File: config.mk
export PLATFORM = sky130hd
export DESIGN_NAME = wb_stage_flat
export DESIGN_NICKNAME = d
export VERILOG_FILES = /design/src/rtl/wb_stage_if.sv /design/src/rtl/wb_stage.sv /design/src/flat_wrapper.sv
export SDC_FILE = /design/constraint.sdc
export NUM_CORES = 1
export LEC_CHECK = 0
export CAP_MARGIN = 25
export CORE_ASPECT_RATIO = 1.5
export CORE_MARGIN = 3
export CORE_UTILIZATION = 44
export DETAILED_ROUTE_END_ITERATION = 10
export PLACE_DENSITY = 0.78
export RECOVER_POWER = 100
export SLEW_MARGIN = 20
export SYNTH_ARGS = -nofsm -noshare
export SYNTH_HDL_FRONTEND = slang
export SYNTH_SLANG_ARGS = --single-unit
File: constraint.sdc
create_clock -name clk -period 1.5 [get_ports clk]
set_input_delay 0.3 -clock clk [delete_from_list [all_inputs] [get_ports clk]]
set_output_delay 0.3 -clock clk [all_outputs]
set_load 0.005 [all_outputs]
File: src/rtl/wb_stage_if.sv
// wb_stage_if: MEM -> WB retire bus with valid/ready handshake.
// master = MEM stage side, slave = write-back stage side.
interface wb_stage_if #(
    parameter int DATA_W = 32,
    parameter int ADDR_W = 5
);
    logic              in_valid;
    logic              in_ready;
    logic [ADDR_W-1:0] in_rd;
    logic              in_reg_write;
    logic              in_mem_to_reg;
    logic [DATA_W-1:0] in_alu_result;
    logic [DATA_W-1:0] in_mem_data;
    logic [2:0]        in_load_type;

    modport master (
        output in_valid,
        output in_rd,
        output in_reg_write,
        output in_mem_to_reg,
        output in_alu_result,
        output in_mem_data,
        output in_load_type,
        input  in_ready
    );

    modport slave (
        input  in_valid,
        input  in_rd,
        input  in_reg_write,
        input  in_mem_to_reg,
        input  in_alu_result,
        input  in_mem_data,
        input  in_load_type,
        output in_ready
    );
endinterface

File: src/rtl/wb_stage.sv
// wb_stage: MIPS write-back stage, stage register + one-entry skid, load align.
// Define WB_RETIRE_COUNT_EN to add the retire_count output.
module wb_stage #(
    parameter int DATA_W = 32,
    parameter int ADDR_W = 5
) (
    input  logic              clk,
    input  logic              rst_n,
    wb_stage_if.slave         in_if,
    input  logic              wb_stall,
    output logic [ADDR_W-1:0] addrssw,
    output logic              write,
    output logic [DATA_W-1:0] write_material,
    output logic              fwd_valid,
    output logic [ADDR_W-1:0] fwd_rd,
    output logic [DATA_W-1:0] fwd_data,
`ifdef WB_RETIRE_COUNT_EN
    output logic [31:0]       retire_count,
`endif
    output logic              misalign
);

    localparam logic [2:0] LT_LH  = 3'b001;
    localparam logic [2:0] LT_LHU = 3'b010;
    localparam logic [2:0] LT_LB  = 3'b011;
    localparam logic [2:0] LT_LBU = 3'b100;

    typedef struct packed {
        logic [ADDR_W-1:0] rd;
        logic              reg_write;
        logic              mis;
        logic [DATA_W-1:0] data;
    } entry_t;

    entry_t stage_q;
    entry_t skid_q;
    logic   stage_v;
    logic   skid_v;

    entry_t     cap;
    logic [7:0]  byte_sel;
    logic [15:0] half_sel;
    logic        accept;
    logic        head_ok;

    assign in_if.in_ready = !skid_v;
    assign accept = in_if.in_valid & !skid_v;

    assign byte_sel = in_if.in_mem_data[{in_if.in_alu_result[1:0], 3'b000} +: 8];
    assign half_sel = in_if.in_alu_result[1] ? in_if.in_mem_data[31:16]
                                             : in_if.in_mem_data[15:0];

    // Alignment and extension are resolved once, at capture time.
    always_comb begin
        cap           = '0;
        cap.rd        = in_if.in_rd;
        cap.reg_write = in_if.in_reg_write;
        cap.data      = in_if.in_alu_result;
        cap.mis       = 1'b0;
        if (in_if.in_mem_to_reg) begin
            case (in_if.in_load_type)
                LT_LH: begin
                    cap.data = {{(DATA_W-16){half_sel[15]}}, half_sel};
                    cap.mis  = in_if.in_alu_result[0];
                end
                LT_LHU: begin
                    cap.data = {{(DATA_W-16){1'b0}}, half_sel};
                    cap.mis  = in_if.in_alu_result[0];
                end
                LT_LB: begin
                    cap.data = {{(DATA_W-8){byte_sel[7]}}, byte_sel};
                end
                LT_LBU: begin
                    cap.data = {{(DATA_W-8){1'b0}}, byte_sel};
                end
                default: begin
                    cap.data = in_if.in_mem_data;
                    cap.mis  = |in_if.in_alu_result[1:0];
                end
            endcase
        end
    end

    // Skid only fills while the stage is held; it always drains first.
    always_ff @(posedge clk or negedge rst_n) begin
        if (!rst_n) begin
            stage_v <= 1'b0;
            skid_v  <= 1'b0;
            stage_q <= '0;
            skid_q  <= '0;
        end else begin
            if (!stage_v || !wb_stall) begin
                if (skid_v) begin
                    stage_q <= skid_q;
                    stage_v <= 1'b1;
                    skid_v  <= 1'b0;
                end else if (accept) begin
                    stage_q <= cap;
                    stage_v <= 1'b1;
                end else begin
                    stage_v <= 1'b0;
                end
            end else if (accept) begin
                skid_q <= cap;
                skid_v <= 1'b1;
            end
        end
    end

    assign head_ok = stage_v & stage_q.reg_write
                   & (|stage_q.rd) & !stage_q.mis;

    assign fwd_valid      = head_ok;
    assign write          = head_ok & !wb_stall;
    assign addrssw        = stage_v ? stage_q.rd : '0;
    assign write_material = stage_v ? stage_q.data : '0;
    assign fwd_rd         = addrssw;
    assign fwd_data       = write_material;
    assign misalign       = stage_v & stage_q.mis & !wb_stall;

`ifdef WB_RETIRE_COUNT_EN
    always_ff @(posedge clk or negedge rst_n) begin
        if (!rst_n) begin
            retire_count <= '0;
        end else if (stage_v && !wb_stall) begin
            retire_count <= retire_count + 32'd1;
        end
    end
`endif

endmodule

File: src/flat_wrapper.sv
// flat-port wrapper written by rule: the top's interface ports become plain ports
module wb_stage_flat 
#(
    parameter int DATA_W = 32,
    parameter int ADDR_W = 5
)
  (clk, rst_n, wb_stall, addrssw, write, write_material, fwd_valid, fwd_rd, fwd_data, misalign, in_if_in_valid, in_if_in_rd, in_if_in_reg_write, in_if_in_mem_to_reg, in_if_in_alu_result, in_if_in_mem_data, in_if_in_load_type, in_if_in_ready);
  wb_stage_if #(.DATA_W(DATA_W), .ADDR_W(ADDR_W)) in_if_i ();
  input  logic clk;
  input  logic rst_n;
  input  logic wb_stall;
  output logic [ADDR_W-1:0] addrssw;
  output logic write;
  output logic [DATA_W-1:0] write_material;
  output logic fwd_valid;
  output logic [ADDR_W-1:0] fwd_rd;
  output logic [DATA_W-1:0] fwd_data;
  output logic misalign;
  input wire logic [$bits(in_if_i.in_valid)-1:0] in_if_in_valid;
  input wire logic [$bits(in_if_i.in_rd)-1:0] in_if_in_rd;
  input wire logic [$bits(in_if_i.in_reg_write)-1:0] in_if_in_reg_write;
  input wire logic [$bits(in_if_i.in_mem_to_reg)-1:0] in_if_in_mem_to_reg;
  input wire logic [$bits(in_if_i.in_alu_result)-1:0] in_if_in_alu_result;
  input wire logic [$bits(in_if_i.in_mem_data)-1:0] in_if_in_mem_data;
  input wire logic [$bits(in_if_i.in_load_type)-1:0] in_if_in_load_type;
  output wire logic [$bits(in_if_i.in_ready)-1:0] in_if_in_ready;
  assign in_if_i.in_valid = in_if_in_valid;
  assign in_if_i.in_rd = in_if_in_rd;
  assign in_if_i.in_reg_write = in_if_in_reg_write;
  assign in_if_i.in_mem_to_reg = in_if_in_mem_to_reg;
  assign in_if_i.in_alu_result = in_if_in_alu_result;
  assign in_if_i.in_mem_data = in_if_in_mem_data;
  assign in_if_i.in_load_type = in_if_in_load_type;
  assign in_if_in_ready = in_if_i.in_ready;
  wb_stage #(.DATA_W(DATA_W), .ADDR_W(ADDR_W)) u_core (.clk(clk), .rst_n(rst_n), .in_if(in_if_i), .wb_stall(wb_stall), .addrssw(addrssw), .write(write), .write_material(write_material), .fwd_valid(fwd_valid), .fwd_rd(fwd_rd), .fwd_data(fwd_data), .misalign(misalign));
endmodule
==> results.ini <==
[sta]
tns_ns = -49.38
finalSetupViolations = 156
slew_viol_final = 0
rsz0062_at_grt = true
setup_slack_ns = -0.518
fmax_ghz = 0.496
fin_crit_sh = 1.35
hold_violations = 0
tightest_slew_ns = 0.625
finalCriticalPeriod_ns = 2.02
finalHoldWorstSlack_ns = 0.494
clock_skew_ns = 0.0105
max-slew-margin-rel = 0.582

[setup_path]
worstPathArrival_ns = 2.25
cp-start-kind = register
critPathCaptureType = register
worstPathRequired_ns = 1.73
path_class = reg2reg
critical_path.max_fanout = 5

[min_path]
hold_path.class = in2async

[layout]
n_fill_cell = 644
final_core_util = 0.810
fin_nets = 950
fin_cells = 1030
multi_input_area_um2 = 3910
antenna_cells = 0
drive_gt1_frac = 0.496
synthToLayoutAreaGrowth_pct = 79.2
seqCellArea_um2 = 2000

[place]
portBuffers = 155
dp.cells = 945
place_hpwl_mm = 13.5
place.gp.congestion = 0.924

[clock_tree]
cts_tree = yes
cts.sinks = 80
clockBufferDepth = 2
clockRootBuffer = clkbuf_16
clk_latency_ns = 0.36
cts_made_buffers = 9
ctsHtreeMaxLevel = 3
clk_pin_slew_ns = 0.07

[floorplanning]
start_util = 0.452
dieArea_um2 = 13800
fp.dieW_um = 96.9
ios = 156
core_um2 = 12100
rows = 49
die_y_um = 142

[drt]
first_iter_violations = 573
wl_mm = 27.8
drt_first_pass_iters = 5
viasPerCell = 6.49
via_count = 6687
wire_per_inst_um = 27.0
drc_errors = 0
ant_nets = 0

[power_and_ir_drop]
p_comb_frac = 0.449
power.switching_w = 0.00351
clockPowerShare = 0.230
switching_share = 0.360
leakage_nw = 4.25
ir_drop_uv = 640
intPower_w = 0.00625
power.density_nw_per_um2 = 997
pwr-share-seq = 0.321

[global_routing]
grtUsageTotal = 0.325
grt_pass1_vias = 6528
grt_pass1_wl_mm = 35.2
antenna_found_initial = 0
grt_overflow = 0
grt_max_degree = 37

[synthesis]
yosysSeqAreaShare = 0.367
syn-instance-count = 630
ys_ff_latch = 80
yosys_warnings = 0
synth_nets = 708
synth_area_leaders = dfrtp_1, mux2i_1, buf_4, o21ai_0, nand2_1
synth_area_um2 = 5460
synth.avg_cell_area_um2 = 8.66
yosys.area.top_type = dfrtp_1
synth_top_cell_area_share = 0.367
synth-edff-count = 0
ys_async_sr_fraction = 1.00
ys_types = 51
synth_top_flop_cell = dfrtp_1

[run_status]
status = finished, violations left
violations = setup timing

[job]
drv_cap = 0

==> worst max-delay path, stage by stage (launching register included) <==
cell       delay, ns
dfrtp_1         0.47
buf_6           0.16
buf_6           0.12
buf_16          0.13
buf_6           0.11
a2bb2oi_4       0.24
clkbuf_16       0.21
buf_12          0.13
mux2i_1         0.22
a21oi_1         0.07
==> metal layers <==
layer | track usage | vias to the layer above | share of wire | wire, µm
li1 | - | 2719 | - | -
met1 | 0.348 | 3234 | 0.33 | 9240
met3 | 0.0593 | 204 | 0.086 | 2390
met2 | 0.583 | 530 | 0.50 | 13800
met4 | 0.219 | 0 | 0.086 | 2410
met5 | 0 | - | 0 | 0
==> path summary, 6_finish.rpt <==
check	from	to	slack [ns]	depth (start not counted)
worst min register to register	u_core.skid_q[17]$_DFFE_PN0P_	u_core.skid_q[17]$_DFFE_PN0P_	0.52	1
max in group asynchronous	rst_n	u_core.stage_q[28]$_DFFE_PN0P_	0.17	3
min in group clk	u_core.skid_q[17]$_DFFE_PN0P_	u_core.skid_q[17]$_DFFE_PN0P_	0.52	1
worst max register to register	u_core.stage_v$_DFFE_PN0N_	u_core.stage_q[28]$_DFFE_PN0P_	-0.52	9
worst min-delay path	rst_n	u_core.skid_q[25]$_DFFE_PN0P_	0.49	2
worst max-delay path	u_core.stage_v$_DFFE_PN0N_	u_core.stage_q[28]$_DFFE_PN0P_	-0.52	9
==> cell usage after synthesis, types with 7 or more instances <==
cell type  instances
dfrtp_1           80
o21a_1             7
a21oi_1           35
o211ai_1          18
and2_1            37
nand2_1           63
a31oi_1           11
clkbuf_1          29
nand2b_1          10
o31ai_1           17
a22o_1            16
buf_2             18
a211oi_1           7
and3_1            16
or3_1             14
nor2b_1           11
a2bb2oi_1          8
o21ai_0           49
mux2_2             7
buf_4             38
mux2i_1           31
nor2_1            55
==> repair_timing <==
action | CTS | global route
gates resized for setup | 380 | 253
pin swaps | 28 | 63
gates cloned | 20 | 6
hold buffers | 1 | 0
endpoints found under the hold margin | 20 | 0
setup buffers | 28 | 29
setup endpoints to repair | 144 | 156
==> state kept, by name (all words and copies together), names as in the netlist <==
name	flops
u_core.skid_v	1
u_core.skid_q	39
u_core.stage_v	1
u_core.stage_q	39
==> cells by family (layout without fill, tap and decap cells) <==
logic type,Yosys count,after routing,synth area share
AO/OA/AOI/OAI,196,198,0.255
XOR/XNOR,1,1,0.00161
adder cells (fa/ha/maj),1,1,0.00183
buffers and inverters,94,339,0.0990
flip-flops,80,80,0.367
multiplexers,40,40,0.0782
AND/OR/NAND/NOR,218,218,0.198
==> metrics by stage <==
stage               total power, W  setup WS (ns)  area [µm²]
floorplan                  0.00454        -0.0737        5630
global placement           0.00594         -0.774        7700
detailed placement         0.00605         -0.785        7700
CTS                        0.00865         -0.479        8960
global route                0.0100         -0.532        9780
finish                     0.00975         -0.518        9780
==> cell type report <==
type / instances / area share
flip-flops and latches: 80 / 0.205
multi-input cells: 458 / 0.400
repair buffers: 317 / 0.344
clock inverters: 7 / 0.00665
inverters: 6 / 0.00230
well taps: 153 / 0.0196
clock buffers: 9 / 0.0230
==> layout by cell type (no fill, tap or decap), types with 11 or more instances in the layout <==
cell,n
clkdlybuf4s50_1,67
nor2_4,16
a21oi_1,24
buf_6,85
nand2_1,32
clkbuf_16,13
and2_4,37
o211ai_1,18
buf_4,85
nor2b_1,11
buf_12,17
nor2_1,36
a22o_1,16
nand2_4,22
o21ai_0,42
dfrtp_1,80
or3_1,12
mux2i_1,31
clkbuf_2,23
==> power by group through the flow <==
stage	combinational [W]	clock (W)	sequential (W)
after detailed placement	0.00310	0	0.00296
after CTS	0.00354	0.00217	0.00294
after global routing	0.00458	0.00232	0.00314
after global placement	0.00301	0	0.00293
after floorplan	0.00169	0	0.00285
final	0.00438	0.00225	0.00313
Power figures use the tool's default switching activity.
